`src/rtl/reg_share_arbiter_if.sv`:
```
// Request/grant bundle between producers and the shared-register arbiter.
// The requester side is the master modport and the arbiter side is the slave modport.
interface reg_share_arbiter_if #(
    parameter int unsigned n    = 8,
    parameter int unsigned NREQ = 4,
    parameter int unsigned IDW  = 2
);
    logic [NREQ-1:0]   req;
    logic [NREQ-1:0]   lock;
    logic [NREQ*n-1:0] dataIn;
    logic [NREQ-1:0]   grant;
    logic [n-1:0]      dataOut;
    logic [IDW-1:0]    ownerId;
    logic              loadValid;
    logic              busy;

    modport master (
        output req, lock, dataIn,
        input  grant, dataOut, ownerId, loadValid, busy
    );

    modport slave (
        input  req, lock, dataIn,
        output grant, dataOut, ownerId, loadValid, busy
    );
endinterface

```
`src/rtl/reg_share_arbiter.sv`:
```
// Round-robin arbiter that loads one requester's word into a shared register.
// Define ARB_LOCK_EN to build the LOCKED state, which gives a requester up to MAX_HOLD
// back-to-back loads.
module reg_share_arbiter #(
    parameter int unsigned n        = 8,
    parameter int unsigned NREQ     = 4,
    parameter int unsigned IDW      = 2,
    parameter int unsigned MAX_HOLD = 8
) (
    input logic               clk,
    input logic               reset,
    reg_share_arbiter_if.slave arb
);

    typedef enum logic [1:0] {StIdle, StGrant, StLocked} state_e;

    state_e          state_q, state_d;
    logic [NREQ-1:0] grant_q, grant_d;
    logic [n-1:0]    data_q, data_d;
    logic [IDW-1:0]  owner_q, owner_d;
    logic            valid_q, valid_d;
    logic [IDW-1:0]  ptr_q, ptr_d;
    logic [IDW-1:0]  win_q, win_d;
    logic [IDW-1:0]  cand;
    logic [IDW-1:0]  win;
    logic            found;
    logic [IDW-1:0]  next_ptr;

`ifdef ARB_LOCK_EN
    logic [7:0] hold_q, hold_d;
`else
    logic unused_lock;
    assign unused_lock = ^arb.lock;
`endif

    // Search for the first request at or above ptr, wrapping past NREQ-1.
    always_comb begin
        found = 1'b0;
        win   = '0;
        cand  = '0;
        for (int i = 0; i < NREQ; i++) begin
            cand = (int'(ptr_q) + i >= NREQ) ? IDW'(int'(ptr_q) + i - NREQ)
                                             : IDW'(int'(ptr_q) + i);
            if (!found && arb.req[cand]) begin
                found = 1'b1;
                win   = cand;
            end
        end
    end

    assign next_ptr = (win_q == IDW'(NREQ - 1)) ? '0 : win_q + 1'b1;

    always_comb begin
        state_d = state_q;
        grant_d = grant_q;
        data_d  = data_q;
        owner_d = owner_q;
        valid_d = 1'b0;
        ptr_d   = ptr_q;
        win_d   = win_q;
`ifdef ARB_LOCK_EN
        hold_d  = hold_q;
`endif
        unique case (state_q)
            StIdle: begin
                if (found) begin
                    grant_d = {{(NREQ-1){1'b0}}, 1'b1} << win;
                    win_d   = win;
                    state_d = StGrant;
                end
            end
            StGrant: begin
                grant_d = '0;
                state_d = StIdle;
                if (arb.req[win_q]) begin
                    data_d  = arb.dataIn[int'(win_q)*n +: n];
                    owner_d = win_q;
                    valid_d = 1'b1;
                    ptr_d   = next_ptr;
`ifdef ARB_LOCK_EN
                    hold_d  = 8'd1;
                    if (arb.lock[win_q] && MAX_HOLD > 1) begin
                        grant_d = grant_q;
                        state_d = StLocked;
                    end
`endif
                end
            end
`ifdef ARB_LOCK_EN
            StLocked: begin
                grant_d = '0;
                state_d = StIdle;
                if (arb.req[win_q] && arb.lock[win_q]) begin
                    data_d  = arb.dataIn[int'(win_q)*n +: n];
                    owner_d = win_q;
                    valid_d = 1'b1;
                    hold_d  = hold_q + 8'd1;
                    // Keep the grant unless this load used up the hold budget.
                    if (hold_q + 8'd1 != 8'(MAX_HOLD)) begin
                        grant_d = grant_q;
                        state_d = StLocked;
                    end
                end
            end
`endif
            default: begin
                grant_d = '0;
                state_d = StIdle;
            end
        endcase
    end

    always_ff @(posedge clk) begin
        if (!reset) begin
            state_q <= StIdle;
            grant_q <= '0;
            data_q  <= '0;
            owner_q <= '0;
            valid_q <= 1'b0;
            ptr_q   <= '0;
            win_q   <= '0;
        end else begin
            state_q <= state_d;
            grant_q <= grant_d;
            data_q  <= data_d;
            owner_q <= owner_d;
            valid_q <= valid_d;
            ptr_q   <= ptr_d;
            win_q   <= win_d;
        end
    end

`ifdef ARB_LOCK_EN
    always_ff @(posedge clk) begin
        if (!reset) begin
            hold_q <= '0;
        end else begin
            hold_q <= hold_d;
        end
    end
`endif

    assign arb.grant     = grant_q;
    assign arb.dataOut   = data_q;
    assign arb.ownerId   = owner_q;
    assign arb.loadValid = valid_q;
    assign arb.busy      = (state_q != StIdle);

endmodule

```
`src/flat_wrapper.sv`:
```
// flat-port wrapper written by rule: the top's interface ports become plain ports
module reg_share_arbiter_flat 
#(
    parameter int unsigned n        = 8,
    parameter int unsigned NREQ     = 4,
    parameter int unsigned IDW      = 2,
    parameter int unsigned MAX_HOLD = 8
)
  (clk, reset, arb_req, arb_lock, arb_dataIn, arb_grant, arb_dataOut, arb_ownerId, arb_loadValid, arb_busy);
  reg_share_arbiter_if #(.n(n), .NREQ(NREQ), .IDW(IDW)) arb_i ();
  input logic clk;
  input logic reset;
  input wire logic [$bits(arb_i.req)-1:0] arb_req;
  input wire logic [$bits(arb_i.lock)-1:0] arb_lock;
  input wire logic [$bits(arb_i.dataIn)-1:0] arb_dataIn;
  output wire logic [$bits(arb_i.grant)-1:0] arb_grant;
  output wire logic [$bits(arb_i.dataOut)-1:0] arb_dataOut;
  output wire logic [$bits(arb_i.ownerId)-1:0] arb_ownerId;
  output wire logic [$bits(arb_i.loadValid)-1:0] arb_loadValid;
  output wire logic [$bits(arb_i.busy)-1:0] arb_busy;
  assign arb_i.req = arb_req;
  assign arb_i.lock = arb_lock;
  assign arb_i.dataIn = arb_dataIn;
  assign arb_grant = arb_i.grant;
  assign arb_dataOut = arb_i.dataOut;
  assign arb_ownerId = arb_i.ownerId;
  assign arb_loadValid = arb_i.loadValid;
  assign arb_busy = arb_i.busy;
  reg_share_arbiter #(.n(n), .NREQ(NREQ), .IDW(IDW), .MAX_HOLD(MAX_HOLD)) u_core (.clk(clk), .reset(reset), .arb(arb_i));
endmodule
```
`config.mk`:
```
export PLATFORM = sky130hd
export DESIGN_NAME = reg_share_arbiter_flat
export DESIGN_NICKNAME = d
export VERILOG_FILES = /design/src/rtl/reg_share_arbiter_if.sv /design/src/rtl/reg_share_arbiter.sv /design/src/flat_wrapper.sv
export SDC_FILE = /design/constraint.sdc
export NUM_CORES = 1
export LEC_CHECK = 0
export CAP_MARGIN = 20
export CORE_ASPECT_RATIO = 1.2
export CORE_MARGIN = 2
export CORE_UTILIZATION = 25
export DETAILED_ROUTE_END_ITERATION = 8
export MAX_ROUTING_LAYER = met4
export PLACE_DENSITY_LB_ADDON = 0.25
export REMOVE_ABC_BUFFERS = 1
export SYNTH_ARGS = -nofsm -noshare
export SYNTH_HDL_FRONTEND = slang
export SYNTH_SLANG_ARGS = --single-unit
```
`constraint.sdc`:
```
create_clock -name clk -period 2.7 [get_ports clk]
set_input_delay 0.27 -clock clk [delete_from_list [all_inputs] [get_ports clk]]
set_output_delay 0.27 -clock clk [all_outputs]
set_load 0.05 [all_outputs]
```
==> impl_metrics.json, run 1 <==
{
  "outcome": "complete, no violations",
  "cts-hold-fix-buffers": 0,
  "crit_cells": 7,
  "final.period_utilization_pct": 78.9,
  "path_buf_inv": 1,
  "clk_latency_ps": 260,
  "crit_arrival_ps": 2290,
  "drt_wl_total_mm": 3.32,
  "drt_first_pass_iters": 4,
  "endpoint": "u_core.arb.grant[1]",
  "place_congestion": 0.847,
  "critPathLaunch": "u_core.ptr_q[0]",
  "path_class": "register to register",
  "regToRegStartpoint": "u_core.ptr_q[0]",
  "cts_buffers": 3,
  "antenna_found_initial": 0,
  "grt_pass1_vias": 1151,
  "via_count": 1241,
  "clock_path_buffers": 2,
  "chipWidth_um": 71.4,
  "ys_seq_elements": 20,
  "end_kind": "register",
  "io_pins": 58,
  "finish.utilization_pct": 38.0,
  "port_buffers": 53,
  "synth_cell_types": 44,
  "reg2reg_depth": 7,
  "drtIter0Drc": 96,
  "worst_pin_slew_ps": 519,
  "via_per_inst": 4.94,
  "period_needed_ps": 2130,
  "nNetsFinal": 235,
  "cts_tree": "built",
  "ys.flop_type": "dfxtp_1",
  "ys_warn_count": 0,
  "yosysSeqAreaShare_pct": 29.4,
  "synth_top_area_cell": "dfxtp_1",
  "cts_resized": 0,
  "synth.top_cell.area_share_pct": 29.4,
  "setup_tns_ps": 0,
  "coreArea_um2": 5260,
  "nFillCells": 515,
  "power.density_nw_per_um2": 480,
  "dieArea_um2": 6050,
  "r2r-end": "u_core.arb.grant[1]",
  "maxCapViolations": 0,
  "crit_fanout": 7,
  "setup_viol": 0,
  "rsz0062_at_grt": "false",
  "crit_family": "compound AO/OA/AOI/OAI gates",
  "slowest_delay_ps": 430,
  "synthTopCellsByArea": "dfxtp_1, mux4_2, mux2i_1",
  "critPathRequiredTime_ps": 2860,
  "peakVddDrop_mv": 0.233,
  "routedWlPerCell_um": 13.2,
  "path_clk_slew_ps": 70,
  "cts-root-buf": "clkbuf_8",
  "postRouteAntennaNets": 0,
  "die_h_um": 84.8,
  "synth_commonest_cells": "dfxtp_1, nor2_1, mux2i_1, mux4_2, inv_1",
  "slew_viol_final": 0,
  "cts_max_level": 1,
  "grt.overflow.total": 0,
  "p_leak_nw": 0.784,
  "synth_area_per_cell_um2": 9.86,
  "clock-sinks": 20,
  "grt_pass1_wl_mm": 5.53,
  "whs_ps": 463,
  "area_delta_synth_final_pct": 46.7,
  "num_rows": 29,
  "track_usage_pct": 11.7,
  "async_flop_share_pct": 0,
  "r2r_slack_ps": 570,
  "max_freq_mhz": 469,
  "cp_cell_sequence": "inv_1 -> ha_1 -> mux2_4 -> o2111ai_1 -> o21ai_1 -> a311o_1 -> a32o_1",
  "slew_headroom_pct": 65.3,
  "hold_viol": 0,
  "netlist_area_um2": 1360,
  "cpMaxStageDelayCell": "ha_1",
  "antenna_cells": 0,
  "syn_inst": 138,
  "cp-start-kind": "register",
  "clock_skew_ps": 2.97,
  "drive_gt1_share_pct": 14.8,
  "drc_errors": 0,
  "start_util_pct": 25.9,
  "synth_edf_count": 0,
  "cts_setup_buffers": 0,
  "worstHoldPathType": "register to register",
  "hpwl_mm": 2.55,
  "grt_max_degree": 18
}
## placed cells by master (no fill, tap or decap), types with 2 or more instances in the layout
cell type,instances
o21ai_0,2
nand2_1,6
o2bb2ai_1,2
a32o_1,3
mux4_2,10
buf_4,6
nor2_1,20
a21oi_1,5
o21ai_1,2
a31oi_1,2
clkbuf_8,4
nor3_1,3
clkdlybuf4s50_1,53
inv_1,7
mux2i_1,14
ha_1,3
dfxtp_1,20
or2_2,2
## tightest hold or removal path, cell delays in order, from the launching register on
cell and delay, ps:
dfxtp_1 310, nand2_1 50, a21oi_1 50
## final cells by class
cell class / count / area (um^2) / share of cell area (%)
Clock buffer: 4 / 55.1 / 2.76
Inverter: 8 / 30.0 / 1.50
Multi-Input combinational cell: 98 / 858 / 43.0
Sequential cell: 20 / 400 / 20.1
Tap cell: 62 / 77.6 / 3.88
Timing Repair Buffer: 59 / 576 / 28.8
## per-layer routing
metal / wire (um) / part of all wire, % / track usage (%)
met2: 1550 / 47 / 17.6
met5: 0 / 0 / -
met1: 1460 / 44 / 15.8
met4: 44 / 1.3 / 3.60
met3: 264 / 7.9 / 2.26
## cells by family (layout without fill, tap and decap cells)
kind of cell,Yosys count,in the layout,share of synthesized area [%]
adder cells (fa/ha/maj),3,3,2.76
multiplexers,28,28,31.4
buffers and inverters,20,71,7.54
AND/OR/NAND/NOR,38,38,12.6
AO/OA/AOI/OAI,29,29,16.3
flip-flops,20,20,29.4
## state kept, by name, summed over array words and instances (netlist names)
name / count
u_core.win_q: 2
u_core.arb.ownerId: 2
u_core.ptr_q: 2
u_core.state_q: 1
u_core.arb.dataOut: 8
u_core.arb.grant: 4
u_core.arb.loadValid: 1
## power breakdown
part / total (mW) / switching [mW] / internal [mW]
logic: 0.397 / 0.201 / 0.196
registers: 0.336 / 0.0166 / 0.319
clock network: 0.227 / 0.0971 / 0.130
## per-stage QoR
step	std cells	setup slack, ps	instance area, um^2	total power [mW]
finish	251	569	2000	0.959
global route	251	461	2000	1.02
CTS	251	552	2000	0.976
detailed placement	247	388	1940	0.743
global placement	247	385	1940	0.742
floorplan	126	117	1290	0.594
## worst min-delay path by stage
stage / depth (start not counted) / slack (ps) / startpoint / end
global placement: 2 / 450 / u_core.arb.ownerId[0] / u_core.arb.ownerId[0]
floorplan: 1 / 400 / reset / u_core.win_q[0]
finish: 2 / 460 / u_core.arb.ownerId[0] / u_core.arb.ownerId[0]
detailed placement: 1 / 450 / u_core.arb.grant[0] / u_core.arb.grant[0]
global route: 1 / 490 / u_core.arb.grant[0] / u_core.arb.grant[0]
CTS: 2 / 470 / u_core.arb.ownerId[0] / u_core.arb.ownerId[0]
(Power assumes the default switching activity.)
==> inputs of run 2 (changes only) <==
clock period = 1.92 ns   (was 2.7 ns; I/O delays follow)
==> impl_metrics.json, run 2 (synthesis results as in run 1) <==
{
  "dieArea_um2": 6050,
  "critPathRequiredTime_ps": 2070,
  "max_freq_mhz": 537,
  "mostFrequentLayoutCells": "clkdlybuf4s50_1, nor2_1, dfxtp_1, buf_4, mux2i_1",
  "place_area_um2": 2060,
  "fin_area_um2": 2160,
  "whs_ps": 465,
  "worst_pin_slew_ps": 520,
  "wl_met1_mm": 1.53,
  "wl_met3_um": 222,
  "cts_buffers": 3,
  "crit_arrival_ps": 2010,
  "dr_wl_met2_mm": 1.77,
  "setup_viol": 0,
  "drtIter0Drc": 62,
  "antenna_found_initial": 0,
  "clock-sinks": 20,
  "place_congestion": 0.809,
  "routedWlPerCell_um": 13.5,
  "via_count": 1278,
  "power.density_nw_per_um2": 655,
  "grt_max_degree": 18,
  "largest_reg_flops": 8,
  "antenna_cells": 0,
  "power.total_mw": 1.42,
  "cpMaxStageDelayCell": "a311o_1",
  "outcome": "complete, no violations",
  "cts_max_level": 1,
  "reg2reg_depth": 7,
  "port_buffers": 53,
  "path_class": "register to register",
  "clock_path_buffers": 2,
  "drive_gt1_share_pct": 25.1,
  "grt_pass1_wl_mm": 5.67,
  "cp_cell_sequence": "inv_2 -> ha_4 -> mux2_4 -> o2111ai_2 -> o21ai_1 -> a311o_1 -> a32o_1",
  "clock_skew_ps": 0.851,
  "grt_pass1_vias": 1242,
  "start_util_pct": 25.9,
  "r2r_slack_ps": 60,
  "rsz0062_at_grt": "true",
  "crit_family": "compound AO/OA/AOI/OAI gates",
  "cts-root-buf": "clkbuf_8",
  "drc_errors": 0,
  "top_layer": "met4",
  "num_rows": 29,
  "cp-start-kind": "register",
  "cts_tree": "built",
  "path_buf_inv": 1,
  "critPathLaunch": "u_core.ptr_q[0]",
  "area_delta_synth_final_pct": 59.0,
  "slew_headroom_pct": 65.2,
  "p_leak_nw": 0.867,
  "slowest_delay_ps": 380,
  "end_kind": "register",
  "hpwl_mm": 2.76,
  "grt.overflow.total": 0,
  "maxCapViolations": 0,
  "slew_viol_final": 0,
  "final_common_cell": "clkdlybuf4s50_1",
  "nNetsFinal": 249,
  "worstHoldPathType": "register to register",
  "crit_fanout": 4,
  "via_per_inst": 4.82,
  "drt_wl_total_mm": 3.57,
  "cts_setup_buffers": 0,
  "dp_cells": 261,
  "peakVddDrop_mv": 0.325,
  "cts-hold-fix-buffers": 0,
  "crit_cells": 7,
  "r2r-end": "u_core.arb.grant[1]",
  "coreArea_um2": 5260,
  "endpoint": "u_core.arb.grant[1]",
  "nFillCells": 505,
  "track_usage_pct": 12.0,
  "regToRegStartpoint": "u_core.ptr_q[0]",
  "chipWidth_um": 71.4,
  "clk_latency_ps": 260,
  "postRouteAntennaNets": 0,
  "period_needed_ps": 1860,
  "hold_viol": 0,
  "instances_no_fill": 265,
  "drt_first_pass_iters": 4,
  "final.period_utilization_pct": 97.0,
  "io_pins": 58,
  "path_clk_slew_ps": 70,
  "die_h_um": 84.8
}
-- run 2: cell types whose count changed in the layout (fill, tap and decap cells not counted), moves of 2 or more --
cell,previous run,this run
buf_6,0,2
ha_1,3,1
buf_4,6,17
dfxtp_1,20,18
inv_2,1,3
inv_1,7,5
dfxtp_2,0,2
ha_4,0,2
-- run 2: what timing repair did --
action,CTS,global route
hold endpoints to repair,0,0
setup endpoints to repair,5,5
resized for setup,2,10
pin swaps,1,8
-- run 2: layout make-up --
cell class	count	area [um^2]	share of cell area (%)
Multi-Input combinational cell	98	898	41.5
Timing Repair Buffer	73	701	32.4
Sequential cell	20	403	18.6
Tap cell	62	77.6	3.58
Clock buffer	4	55.1	2.54
Inverter	8	30.0	1.39
-- run 2: power by group --
part / internal, mW / total (mW) / leakage [nW] / switching, mW
Clock: 0.182 / 0.316 / 0.0288 / 0.134
Combinational: 0.323 / 0.630 / 0.674 / 0.307
Sequential: 0.450 / 0.470 / 0.164 / 0.0208
-- run 2: metal layers --
layer | global-route usage (%) | vias to the layer above
met4 | 4.12 | 0
li1 | - | 640
met3 | 2.38 | 5
met1 | 13.9 | 586
met5 | - | -
met2 | 20.4 | 47
-- run 2: per-stage QoR --
step	util, %	setup TNS (ps)	setup WS [ps]
floorplan	-	-3200	-663
global placement	39.1	-1270	-162
detailed placement	39.1	-1140	-163
CTS	40.5	0	3.54
global route	41.1	-39.2	-18.6
finish	41.1	0	57.9
-- run 2: how the worst min path moves through the flow --
stage	from	end	slack [ps]	depth (start not counted)
floorplan	reset	u_core.win_q[0]	330	1
global placement	u_core.arb.ownerId[0]	u_core.arb.ownerId[0]	450	2
detailed placement	u_core.arb.grant[2]	u_core.arb.grant[2]	450	1
CTS	u_core.arb.ownerId[0]	u_core.arb.ownerId[0]	470	2
global route	u_core.arb.grant[2]	u_core.arb.grant[2]	480	1
finish	u_core.arb.ownerId[0]	u_core.arb.ownerId[0]	460	2
-- run 2: worst reg2reg max path, delay by kind of cell, from the launching register on --
family	cells	cell delay, ps
multiplexers	1	330
adder cells (fa/ha/maj)	1	280
AO/OA/AOI/OAI	4	760
flip-flops	1	350
buffers and inverters	1	50
==> inputs of run 3 (changes only) <==
CTS_CLUSTER_DIAMETER = 30   (was not set)
SETUP_SLACK_MARGIN = 0.02   (was not set)
==> impl_metrics.json, run 3 (synthesis results as in run 1) <==
{
  "nNetsFinal": 251,
  "place_congestion": 0.809,
  "setup_tns_ps": 0,
  "die_h_um": 84.8,
  "path_class": "register to register",
  "end_kind": "register",
  "drive_gt1_share_pct": 27.3,
  "grt.overflow.total": 0,
  "drtIter0Drc": 77,
  "r2r_slack_ps": 40,
  "power.density_nw_per_um2": 654,
  "via_count": 1304,
  "power.total_mw": 1.44,
  "maxCapViolations": 0,
  "slew_headroom_pct": 65.2,
  "clock_path_buffers": 2,
  "num_rows": 29,
  "multiInputGateArea_um2": 913,
  "grt_use_met2_pct": 20.2,
  "io_pins": 58,
  "regToRegStartpoint": "u_core.ptr_q[0]",
  "largest_reg_flops": 8,
  "chipWidth_um": 71.4,
  "holdPathStages": 1,
  "drt_wl_total_mm": 3.63,
  "p_leak_nw": 0.884,
  "reg2reg_depth": 7,
  "holdPathEnd": "u_core.arb.grant[2]",
  "grt_pass1_wl_mm": 5.72,
  "max_freq_mhz": 533,
  "cts_tree": "built",
  "grt_pass1_vias": 1258,
  "rsz0062_at_grt": "true",
  "nFillCells": 502,
  "clock_skew_ps": 0.659,
  "crit_fanout": 4,
  "path_clk_slew_ps": 70,
  "cts_max_level": 1,
  "cts_buffers": 3,
  "cp-start-kind": "register",
  "worstHoldPathType": "register to register",
  "track_usage_pct": 12.0,
  "hp-start": "u_core.arb.grant[2]",
  "routedWlPerCell_um": 13.6,
  "crit_arrival_ps": 2030,
  "mostFrequentLayoutCells": "clkdlybuf4s50_1, nor2_1, buf_4, dfxtp_1, mux2i_1",
  "hpwl_mm": 2.76,
  "coreArea_um2": 5260,
  "grt_util_met1_pct": 14.0,
  "register_area_um2": 403,
  "busiest_layer": "met2",
  "antenna_cells": 0,
  "slew_viol_final": 0,
  "start_util_pct": 25.9,
  "via_per_inst": 4.88,
  "gr-usage-met3_pct": 2.38,
  "cts-root-buf": "clkbuf_8",
  "antenna_found_initial": 0,
  "clock-sinks": 20,
  "grt_max_degree": 18,
  "area_delta_synth_final_pct": 61.8,
  "setup_viol": 0,
  "peakVddDrop_mv": 0.325,
  "worst_pin_slew_ps": 520,
  "final_common_cell": "clkdlybuf4s50_1",
  "postRouteAntennaNets": 0,
  "dieArea_um2": 6050,
  "outcome": "complete, no violations",
  "cts-hold-fix-buffers": 0,
  "clk_latency_ps": 260,
  "final.period_utilization_pct": 97.8,
  "drc_errors": 0,
  "r2r-end": "u_core.arb.grant[1]",
  "period_needed_ps": 1880,
  "drt_first_pass_iters": 5,
  "port_buffers": 53,
  "hold_viol": 0,
  "critPathRequiredTime_ps": 2070
}
==> run 3: through the flow <==
step | std cells | util [%] | cell area (um^2) | setup slack, ps | hold WS, ps
5_1_grt | 267 | 41.9 | 2200 | -13.4 | 482
3_5_place_dp | 261 | 39.1 | 2060 | -163 | 450
4_1_cts | 265 | 40.7 | 2140 | 18.5 | 465
3_3_place_gp | 261 | 39.1 | 2060 | -162 | 446
6_report | 267 | 41.9 | 2200 | 42.6 | 466
2_1_floorplan | 126 | - | 1290 | -663 | 325
==> run 3: what timing repair did <==
item / CTS / global route
resized for setup: 4 / 13
setup endpoints to repair: 5 / 6
pin swaps: 4 / 8
setup buffers: 0 / 2
gates cloned: 0 / 0
==> run 3: worst max-delay path by stage <==
stage	slack (ps)	start	depth (start not counted)	to
after floorplan	-660	u_core.ptr_q[0]	7	u_core.arb.grant[1]
after CTS	20	u_core.ptr_q[1]	7	u_core.arb.grant[1]
after global routing	-10	u_core.ptr_q[0]	7	u_core.arb.grant[1]
final	40	u_core.ptr_q[0]	7	u_core.arb.grant[1]
after detailed placement	-160	arb_req[1]	6	u_core.arb.grant[1]
after global placement	-160	arb_req[1]	6	u_core.arb.grant[3]
==> run 3: power by group <==
| group | switching (mW) | internal, mW |
|---|---|---|
| clock network | 0.134 | 0.182 |
| registers | 0.0205 | 0.450 |
| logic | 0.316 | 0.337 |
| total | 0.470 | 0.969 |
==> run 3: area by class of cell <==
cell class	count	area share [%]
Tap cell	62	3.52
Timing Repair Buffer	75	32.8
Sequential cell	20	18.3
Inverter	8	1.36
Clock buffer	4	2.50
Multi-Input combinational cell	98	41.5
==> run 3: critical path, stage by stage, from the launching register on <==
cell,delay [ps]
dfxtp_2,340
inv_2,50
ha_4,280
mux2_4,330
o2111ai_2,60
o21ai_1,90
a311o_1,380
a32o_1,230
==> run 3: per-layer routing <==
metal / share of wire (%) / vias up
met5: 0 / -
met4: 1.4 / 0
met3: 6.6 / 5
met2: 50 / 57
met1: 42 / 597
li1: - / 645
